$ cat src/rtl/pipeline_pkg.sv
// Shared definitions for the pipeline hazard controller: FSM encoding,
// default memory-wait timeout and the pipeline control bundle.
package pipeline_pkg;

  localparam logic [1:0] ST_RUN            = 2'd0;
  localparam logic [1:0] ST_MEM_WAIT       = 2'd1;
  localparam logic [1:0] ST_TIMEOUT_RESUME = 2'd2;
  localparam logic [1:0] ST_UNUSED         = 2'd3;

  localparam int MEM_TIMEOUT_DEFAULT = 15;

  typedef struct packed {
    logic pc_write;
    logic if_id_write;
    logic id_ex_write;
    logic ex_mem_write;
    logic mem_wb_write;
    logic if_id_reset;
    logic id_ex_reset;
    logic ex_mem_reset;
  } ctrl_t;

  // Bubble insertion keeps ID/EX writing so the cleared value is captured.
  localparam ctrl_t CTRL_NORMAL = ctrl_t'(8'b11111_000);
  localparam ctrl_t CTRL_FREEZE = ctrl_t'(8'b00000_000);
  localparam ctrl_t CTRL_FLUSH  = ctrl_t'(8'b11111_111);
  localparam ctrl_t CTRL_STALL  = ctrl_t'(8'b00111_010);
  localparam ctrl_t CTRL_RESET  = ctrl_t'(8'b00000_111);

endpackage

$ cat src/rtl/load_use_detect.sv
// Combinational load-use comparator between the load in EX and the
// source registers of the instruction in ID; register 0 never matches.
module load_use_detect (
  input  logic [4:0] id_rs,
  input  logic [4:0] id_rt,
  input  logic       id_uses_rt,
  input  logic       ex_memread,
  input  logic [4:0] ex_rt,
  output logic       hazard
);

  logic rs_match_s;
  logic rt_match_s;

  assign rs_match_s = (ex_rt == id_rs);
  assign rt_match_s = id_uses_rt && (ex_rt == id_rt);
  assign hazard     = ex_memread && (ex_rt != 5'd0) && (rs_match_s || rt_match_s);

endmodule

$ cat src/rtl/pipeline_hazard_ctrl.sv
// Pipeline hazard controller: memory-wait freeze with timeout, redirect
// flush and load-use stall. Define HAZARD_PERF_EN for performance counters.
module pipeline_hazard_ctrl
  import pipeline_pkg::*;
#(
  parameter int MEM_TIMEOUT = MEM_TIMEOUT_DEFAULT,
  parameter int PERF_W      = 16
) (
  input  logic        clock,
  input  logic        reset,
  input  logic [4:0]  id_rs,
  input  logic [4:0]  id_rt,
  input  logic        id_uses_rt,
  input  logic        ex_memread,
  input  logic [4:0]  ex_rt,
  input  logic [1:0]  mem_pcsrc,
  input  logic        dmem_req,
  input  logic        dmem_ready,
  output logic        pc_write,
  output logic        if_id_write,
  output logic        id_ex_write,
  output logic        ex_mem_write,
  output logic        mem_wb_write,
  output logic        if_id_reset,
  output logic        id_ex_reset,
  output logic        ex_mem_reset,
  output logic        mem_timeout_err,
  output logic [1:0]  state_o
`ifdef HAZARD_PERF_EN
  ,
  output logic [PERF_W-1:0] stall_cnt,
  output logic [PERF_W-1:0] flush_cnt,
  output logic [PERF_W-1:0] wait_cnt
`endif
);

  localparam int CNT_W = (MEM_TIMEOUT < 1) ? 1 : $clog2(MEM_TIMEOUT + 1);

  logic [1:0]       state_q, state_d;
  logic [CNT_W-1:0] wait_q, wait_d;
  logic             err_q, err_d;

  logic  load_use_s;
  logic  mem_wait_s;
  logic  redirect_s;
  logic  stall_s;
  logic  flush_s;
  logic  [CNT_W-1:0] wait_inc_s;
  ctrl_t ctrl_s;

  load_use_detect u_load_use_detect (
    .id_rs      (id_rs),
    .id_rt      (id_rt),
    .id_uses_rt (id_uses_rt),
    .ex_memread (ex_memread),
    .ex_rt      (ex_rt),
    .hazard     (load_use_s)
  );

  // The resume cycle ignores dmem_ready so the pipeline is guaranteed to advance.
  assign mem_wait_s = dmem_req && !dmem_ready && (state_q != ST_TIMEOUT_RESUME);
  assign redirect_s = (mem_pcsrc != 2'b00);
  assign wait_inc_s = wait_q + {{(CNT_W-1){1'b0}}, 1'b1};

  // Priority decode of the pipeline controls for this cycle.
  always_comb begin
    ctrl_s  = CTRL_NORMAL;
    stall_s = 1'b0;
    flush_s = 1'b0;
    if (reset) begin
      ctrl_s = CTRL_RESET;
    end else if (mem_wait_s) begin
      ctrl_s = CTRL_FREEZE;
    end else if (redirect_s) begin
      ctrl_s  = CTRL_FLUSH;
      flush_s = 1'b1;
    end else if (load_use_s && (state_q != ST_TIMEOUT_RESUME)) begin
      ctrl_s  = CTRL_STALL;
      stall_s = 1'b1;
    end else begin
      ctrl_s = CTRL_NORMAL;
    end
  end

  // Next-state logic for the memory-wait FSM, wait counter and sticky error.
  always_comb begin
    state_d = state_q;
    wait_d  = wait_q;
    err_d   = err_q;
    case (state_q)
      ST_MEM_WAIT: begin
        if (mem_wait_s) begin
          wait_d = wait_inc_s;
          if (wait_inc_s == CNT_W'(MEM_TIMEOUT)) begin
            state_d = ST_TIMEOUT_RESUME;
            err_d   = 1'b1;
          end else begin
            state_d = ST_MEM_WAIT;
          end
        end else begin
          state_d = ST_RUN;
        end
      end
      ST_TIMEOUT_RESUME: begin
        state_d = ST_RUN;
      end
      default: begin
        // RUN and the unused encoding both behave as RUN.
        if (mem_wait_s) begin
          state_d = ST_MEM_WAIT;
          wait_d  = '0;
        end else begin
          state_d = ST_RUN;
        end
      end
    endcase
  end

  // State registers; reset abandons any wait without flagging an error.
  always_ff @(posedge clock) begin
    if (reset) begin
      state_q <= ST_RUN;
      wait_q  <= '0;
      err_q   <= 1'b0;
    end else begin
      state_q <= state_d;
      wait_q  <= wait_d;
      err_q   <= err_d;
    end
  end

  assign pc_write        = ctrl_s.pc_write;
  assign if_id_write     = ctrl_s.if_id_write;
  assign id_ex_write     = ctrl_s.id_ex_write;
  assign ex_mem_write    = ctrl_s.ex_mem_write;
  assign mem_wb_write    = ctrl_s.mem_wb_write;
  assign if_id_reset     = ctrl_s.if_id_reset;
  assign id_ex_reset     = ctrl_s.id_ex_reset;
  assign ex_mem_reset    = ctrl_s.ex_mem_reset;
  assign mem_timeout_err = err_q;
  assign state_o         = state_q;

`ifdef HAZARD_PERF_EN
  logic [PERF_W-1:0] stall_cnt_q, flush_cnt_q, wait_cnt_q;

  // Saturating event counters for load-use stalls, redirects and wait cycles.
  always_ff @(posedge clock) begin
    if (reset) begin
      stall_cnt_q <= '0;
      flush_cnt_q <= '0;
      wait_cnt_q  <= '0;
    end else begin
      if (stall_s && (stall_cnt_q != {PERF_W{1'b1}})) begin
        stall_cnt_q <= stall_cnt_q + {{(PERF_W-1){1'b0}}, 1'b1};
      end
      if (flush_s && (flush_cnt_q != {PERF_W{1'b1}})) begin
        flush_cnt_q <= flush_cnt_q + {{(PERF_W-1){1'b0}}, 1'b1};
      end
      if ((state_q == ST_MEM_WAIT) && (wait_cnt_q != {PERF_W{1'b1}})) begin
        wait_cnt_q <= wait_cnt_q + {{(PERF_W-1){1'b0}}, 1'b1};
      end
    end
  end

  assign stall_cnt = stall_cnt_q;
  assign flush_cnt = flush_cnt_q;
  assign wait_cnt  = wait_cnt_q;
`else
  logic unused_perf_s;
  assign unused_perf_s = stall_s ^ flush_s;
`endif

endmodule

$ cat config.mk
export PLATFORM = sky130hd
export DESIGN_NAME = pipeline_hazard_ctrl
export DESIGN_NICKNAME = d
export VERILOG_FILES = /design/src/rtl/pipeline_pkg.sv /design/src/rtl/load_use_detect.sv /design/src/rtl/pipeline_hazard_ctrl.sv
export SDC_FILE = /design/constraint.sdc
export NUM_CORES = 1
export LEC_CHECK = 0
export BUFFER_PORTS_ARGS = -buffer_cell sky130_fd_sc_hd__buf_2
export CAP_MARGIN = 20
export CORE_MARGIN = 3
export CORE_UTILIZATION = 45
export CTS_BUF_LIST = sky130_fd_sc_hd__clkbuf_8
export DETAILED_ROUTE_END_ITERATION = 10
export GPL_TIMING_DRIVEN = 0
export PLACE_DENSITY = 0.81
export SYNTH_ARGS = -nofsm -noshare
export SYNTH_HDL_FRONTEND = slang
export SYNTH_SLANG_ARGS = --single-unit
$ cat constraint.sdc
create_clock -name clock -period 2.3 [get_ports clock]
set_input_delay 0.345 -clock clock [delete_from_list [all_inputs] [get_ports clock]]
set_output_delay 0.345 -clock clock [all_outputs]
set_load 0.02 [all_outputs]
==> implementation parameters, run 1 <==
Parameter                              Value

Status
  Status    completed

Timing
  Total negative setup slack    0 ps
  Max-slew violations    0
  Actual transition at the worst max-transition pin    388 ps
  Final setup vio count    0
  Min cycle time layout    2170 ps
  Period Utilization, post-route    94.2%
  Count of final hold-check violations    0
  Max transition margin    74.1%
  Setup repair after global routing missed its margin    false
  Skew final    2.12 ps
  FMAX    462 MHz
  Final worst hold slack    449 ps

Clocking
  Number of CTS-inserted buffers    3
  Number of setup buffers added after CTS    0
  Number of H-tree branching levels    1
  Clock tree from TritonCTS    done
  CTS sink cnt    7
  Clk_lat worst skew    230 ps
  Clock transition at the registers of the reported paths    40 ps
  CTS root buf    sky130_fd_sc_hd__clkbuf_8
  Max Root-Sink Buffers    2

Die
  Starting density of the core    51.9%
  Area of the placeable core    1200 um2
  Die Area    1870 um2
  Die Y-Extent    43.2 um
  Row cnt    12
  Die width    43.2 um
  Number of top-level pins    34

Synth
  Synthesized Nets    104
  Gate count after technology mapping    77
  Multiplexer area fraction after synthesis    1.81%
  Mean instance size in the synthesized netlist    8.09 um2
  Cell area after synthesis    623 um2
  Post-synthesis cell type count    30
  Warnings, synthesis    0
  Number of synthesized flops with an enable pin    0
  Largest family of logic cells by synthesized area    simple AND/OR/NAND/NOR gates
  Area share of xor/xnor cells in the synthesized design    14.1%
  Flip-flop and latch count after synthesis    7
  Portion of the post-synthesis area used by sequential elements    22.5%
  Adder-Cell Fraction of Synth Area    8.03%
  Top flip-flop cell by instance count after synthesis    sky130_fd_sc_hd__dfxtp_1
  Simple-gate area share of the yosys netlist    26.9%
  Async set-reset flop share out of synthesis    0%
  Fraction of the mapped netlist area in compound gates    16.9%

Layout
  Filler cells    107
  Fraction of final layout cells sized beyond drive strength 1    41.6%
  Antenna Cells    0
  Commonest non-fill, non-tap cells in the layout    sky130_fd_sc_hd__buf_2 (32), sky130_fd_sc_hd__nor2_1 (9), sky130_fd_sc_hd__xor2_1 (9)
  Area overhead of the layout relative to synthesis    37.1%
  Final-stage net count    141
  Post-route design area    855 um2
  Commonest non-fill, non-tap cell in the layout    sky130_fd_sc_hd__buf_2
  Post-layout instance count excluding filler cells    127

Routing
  First-pass detailed-route iteration total    4
  Drt initial violations    7
  Number of vias per cell    5.22
  DR WL/cell    11.9 um
  Routed wire length    1510 um
  Remaining number of nets flagged by the antenna check after routing    0
  Post-detailed-route DRC marker count    0
  Vias post-DR    663

Worst setup path
  Critical-path top delay cell    sky130_fd_sc_hd__or4_1
  Critical path class    flip-flop to output port
  Maximum net fanout on the critical path    3
  Slowest cell delay on critical path    400 ps
  Critical Path, Cell by Cell    inv_1 -> ha_1 -> nand2b_1 -> or4_1 -> o21a_1 -> buf_4 -> buf_2
  Sort of element at the end of the critical path    output port
  Critical Path Source Type    flip-flop
  Endpoint arrival time on the critical path    1820 ps
  Critical Path RT    1960 ps

GRT
  Overflow left after global routing    0
  Wire length of the first global-routing pass    2540 um
  Total routing usage reported by global routing    17.8%
  Maximum number of pins on one net before global-route repair    11
  Via count of the first global-routing pass    645
  Number of antenna violations at the first check in global routing    0

Power and ir drop
  Total power draw    0.381 mW
  P_leak    0.388 nW
  Power per cell area    446 nW/um2
  Maximum VDD drop    374 uV

Placed design
  Sum of net half-perimeters after detailed placement    1250 um
  Number of port buffers    32
  Total placed instance area    801 um2
  Routability-driven placement congestion ratio    0.771
  Post-Place Cells    123

Min path
  Hold crit path type    flip-flop to flip-flop

Job
  Number of max-cap violations    0
==> cells in the mapped netlist (2+ instances only) <==
master	number	area (um2)
sky130_fd_sc_hd__or4_1	2	15.0
sky130_fd_sc_hd__nor2b_1	3	18.8
sky130_fd_sc_hd__a21bo_2	2	20.0
sky130_fd_sc_hd__xor2_1	9	78.8
sky130_fd_sc_hd__nand3b_1	2	15.0
sky130_fd_sc_hd__a32oi_1	2	17.5
sky130_fd_sc_hd__nand2_1	2	7.51
sky130_fd_sc_hd__inv_1	6	22.5
sky130_fd_sc_hd__nand2b_1	3	18.8
sky130_fd_sc_hd__dfxtp_1	7	140
sky130_fd_sc_hd__a21oi_1	4	20.0
sky130_fd_sc_hd__buf_4	4	30.0
sky130_fd_sc_hd__ha_1	4	50.1
sky130_fd_sc_hd__o21ai_0	3	15.0
sky130_fd_sc_hd__nor2_1	9	33.8
==> state kept, by name, indices dropped and copies added (netlist names) <==
register	count
wait_q	4
state_o	2
mem_timeout_err	1
==> stage by stage <==
step	setup WS, ps	util [%]
after floorplan	228	-
after global placement	311	66.7
after detailed placement	282	66.7
after CTS	78.6	70.4
after global routing	21.9	71.1
final	133	71.1
==> timing repair <==
item	in CTS	in global routing
endpoints found under the setup margin	0	3
hold buffers	0	0
resized for setup	0	4
==> final cells by class <==
class,instances,area [um2],area share [%]
plain buffers,6,41.3,4.83
flip-flops and latches,7,141,16.5
well taps,14,17.5,2.05
multi-input cells,58,427,49.9
inverters,6,22.5,2.64
repair buffers,32,160,18.7
clock buffers,3,41.3,4.83
clock inverters,1,3.75,0.439
==> where the power goes <==
| part | leakage, nW | total, mW | internal [mW] | switching (mW) |
|---|---|---|---|---|
| registers | 0.0569 | 0.124 | 0.123 | 0.000934 |
| clock network | 0.0269 | 0.165 | 0.115 | 0.0502 |
| logic | 0.304 | 0.0920 | 0.0431 | 0.0489 |
| total | 0.388 | 0.381 | 0.281 | 0.100 |
==> final timing paths <==
check	slack, ps	to	from	cells past startpoint
worst max-delay path	130	pc_write	state_o[0]	7
worst min-delay path	450	mem_timeout_err	mem_timeout_err	2
worst max register to register	840	wait_q[3]	state_o[0]	6
worst min register to register	450	mem_timeout_err	mem_timeout_err	2
==> cell families (layout without fill, tap and decap cells) <==
group                    after synthesis  count (layout)
adder cells (fa/ha/maj)                4               4
multiplexers                           1               1
flip-flops                             7               7
AO/OA/AOI/OAI                         14              14
XOR/XNOR                              10              10
buffers and inverters                 12              48
AND/OR/NAND/NOR                       29              29
==> critical path: cells and delay by family, from the launching register on <==
kind                       cells  cell delay, ps
and+or+nand+nor                2             560
buffers and inverters          3             310
adders and majority gates      1             210
AOI/OAI and AO/OA              1             190
DFF                            1             330
==> routing by layer <==
layer | track usage (%) | routed length (um)
met5 | 0 | 0
met4 | 9.04 | 23
met3 | 5.93 | 171
met2 | 33.0 | 736
met1 | 16.9 | 574
No activity file was read; power rests on OpenSTA's default activity.
==> run 2, diff against run 1 <==
Settings changed: ABC_AREA from default to 1, PLACE_DENSITY 0.81 to 0.8.
==> implementation parameters, run 2 <==
Parameter                              Value

Layout
  Area overhead of the layout relative to synthesis    35.7%
  Commonest non-fill, non-tap cells in the layout    sky130_fd_sc_hd__nand2_1 (35), sky130_fd_sc_hd__buf_2 (33), sky130_fd_sc_hd__inv_1 (25)
  Post-layout instance count excluding filler cells    160
  Largest register FFs    4
  Commonest non-fill, non-tap cell in the layout    sky130_fd_sc_hd__nand2_1
  Antenna Cells    0
  Register with the highest flop count    wait_q
  Total area of multi-input combinational cells    374 um2
  Final-stage net count    174
  Register Area    140 um2
  Post-route design area    866 um2
  Filler cells    116
  Fraction of final layout cells sized beyond drive strength 1    32.9%

Timing
  Min cycle time layout    1890 ps
  Actual transition at the worst max-transition pin    237 ps
  Total negative setup slack    0 ps
  Skew final    3.59 ps
  Max-slew violations    0
  Period Utilization, post-route    82.3%
  Max transition margin    84.1%
  Count of final hold-check violations    0
  Post-layout worst setup margin    408 ps
  Final setup vio count    0
  Setup repair after global routing missed its margin    false
  FMAX    529 MHz

Power and ir drop
  Seq pwr share    32.0%
  NetSw    0.109 mW
  Switching part of the total    28.1%
  Internal Pwr Total    0.280 mW
  Power per cell area    450 nW/um2
  P_leak    0.531 nW
  Maximum VDD drop    471 uV
  Fraction of power consumed by combinational cells    24.9%
  Total power draw    0.389 mW
  Fraction of power consumed by the clock network    43.1%

Routing
  DR WL/cell    9.28 um
  Routed metal-1 wire length    641 um
  Number of vias per cell    4.46
  Vias post-DR    713
  Topmost layer with routed signal wires    met4
  Routed wire length    1490 um
  WL met3    137 um
  First-pass detailed-route iteration total    5
  Post-detailed-route DRC marker count    0
  Remaining number of nets flagged by the antenna check after routing    0
  Met2 wire length    673 um
  Drt initial violations    11

Die
  Number of top-level pins    34
  Area of the placeable core    1220 um2
  Starting density of the core    52.5%
  Die Area    1910 um2
  Die width    43.7 um
  Row cnt    12
  Die Y-Extent    43.7 um

Synth
  Leading cell type by number of instances after synthesis    sky130_fd_sc_hd__nand2_1
  Area share of the largest cell type after synthesis    22.0%
  Most area-consuming cells after synthesis    sky130_fd_sc_hd__dfxtp_1 (22%), sky130_fd_sc_hd__nand2_1 (21%), sky130_fd_sc_hd__inv_1 (14%), sky130_fd_sc_hd__ha_1 (7.8%), sky130_fd_sc_hd__nand3_1 (6.3%)
  Warnings, synthesis    0
  Gate count after technology mapping    109
  Mean instance size in the synthesized netlist    5.85 um2
  Cell area after synthesis    638 um2
  Top flip-flop cell by instance count after synthesis    sky130_fd_sc_hd__dfxtp_1
  Async set-reset flop share out of synthesis    0%
  List of most frequent post-synthesis cells    sky130_fd_sc_hd__nand2_1 (35), sky130_fd_sc_hd__inv_1 (24), sky130_fd_sc_hd__nor2_1 (10), sky130_fd_sc_hd__nand3_1 (8), sky130_fd_sc_hd__dfxtp_1 (7)
  Post-synthesis cell type count    19
  Portion of the post-synthesis area used by sequential elements    22.0%
  Flip-flop and latch count after synthesis    7
  Synthesized Nets    136
  Number of synthesized flops with an enable pin    0
  Most area-hungry cell type in the Yosys netlist    sky130_fd_sc_hd__dfxtp_1

Clocking
  Post-CTS Resized    0
  Number of setup buffers added after CTS    0
  Clock tree from TritonCTS    done
  Number of H-tree branching levels    1
  Clk_lat worst skew    230 ps
  Number of CTS-inserted buffers    3
  CTS root buf    sky130_fd_sc_hd__clkbuf_8
  CTS sink cnt    7
  Max Root-Sink Buffers    2
  Clock transition at the registers of the reported paths    40 ps
  Number of hold buffers added after CTS    0

Min path
  Hold_sp    reset
  Hold crit path type    input pin to flip-flop

GRT
  Wire length of the first global-routing pass    2450 um
  Number of antenna violations at the first check in global routing    0
  Maximum number of pins on one net before global-route repair    8
  Total routing usage reported by global routing    17.3%
  Overflow left after global routing    0
  Via count of the first global-routing pass    653

Placed design
  Number of port buffers    33
  Routability-driven placement congestion ratio    0.798
  Post-Place Cells    156
  Pre-CTS setup slack    637 ps
  Total placed instance area    821 um2
  Sum of net half-perimeters after detailed placement    1250 um

Status
  Status    completed

Worst setup path
  Critical Path RT    1960 ps
  Critical Path Source    state_o[0]
  Maximum net fanout on the critical path    7
  Critical path class    flip-flop to output port
  Worst flop-to-flop path startpoint    state_o[0]
  Sort of element at the end of the critical path    output port
  Critical Path Source Type    flip-flop
  Endpoint arrival time on the critical path    1550 ps

Job
  Number of max-cap violations    0
-- run 2: power groups by stage --
stage                     Combinational [mW]  Sequential, mW  Clock [mW]
after floorplan                       0.0573           0.127           0
after global placement                0.0947           0.127           0
after detailed placement              0.0971           0.126           0
after CTS                             0.0978           0.125       0.172
after global routing                   0.110           0.125       0.179
final                                 0.0967           0.125       0.168
-- run 2: final timing paths --
check / end / slack (ps) / cells past startpoint
worst min register to register: mem_timeout_err / 470 / 2
worst min-delay path: wait_q[0] / 290 / 2
worst max register to register: wait_q[1] / 1080 / 7
worst max-delay path: pc_write / 410 / 10
-- run 2: worst max-delay path, cell delays in order, from the launching register on --
cell and delay [ps]:
sky130_fd_sc_hd__dfxtp_1 350, sky130_fd_sc_hd__inv_1 50, sky130_fd_sc_hd__ha_1 180, sky130_fd_sc_hd__inv_1 80, sky130_fd_sc_hd__nand2_2 90, sky130_fd_sc_hd__nand2_1 70
sky130_fd_sc_hd__inv_1 90, sky130_fd_sc_hd__nand2_1 80, sky130_fd_sc_hd__inv_1 50, sky130_fd_sc_hd__buf_4 120, sky130_fd_sc_hd__buf_2 150
-- run 2: layout make-up --
| cell class | instances | share of cell area (%) |
|---|---|---|
| Buffer | 4 | 3.47 |
| Clock buffer | 3 | 4.77 |
| Clock inverter | 1 | 0.434 |
| Inverter | 25 | 10.8 |
| Multi-Input combinational cell | 73 | 43.2 |
| Sequential cell | 7 | 16.2 |
| Tap cell | 14 | 2.02 |
| Timing Repair Buffer | 33 | 19.1 |
-- run 2: routing by layer --
metal  vias up  global-route usage (%)
met3         4                    6.64
met5         -                       0
met1       287                    19.1
met4         0                    10.2
met2        26                    27.9
li1        396                       -
-- run 2: cell families (layout without fill, tap and decap cells) --
group,count (synthesis),count (layout),synth area share [%]
adders and majority gates,4,4,7.84
buffers and inverters,29,66,19.4
and+or+nand+nor,60,60,41.0
AOI/OAI and AO/OA,6,6,5.69
DFF,7,7,22.0
xor gates and xnor gates,3,3,4.12
-- run 2: per-stage QoR --
stage               util (%)  hold WS [ps]
floorplan                  -           423
global placement        67.5           440
detailed placement      67.5           466
CTS                     71.2           289
global route            71.2           292
finish                  71.2           291
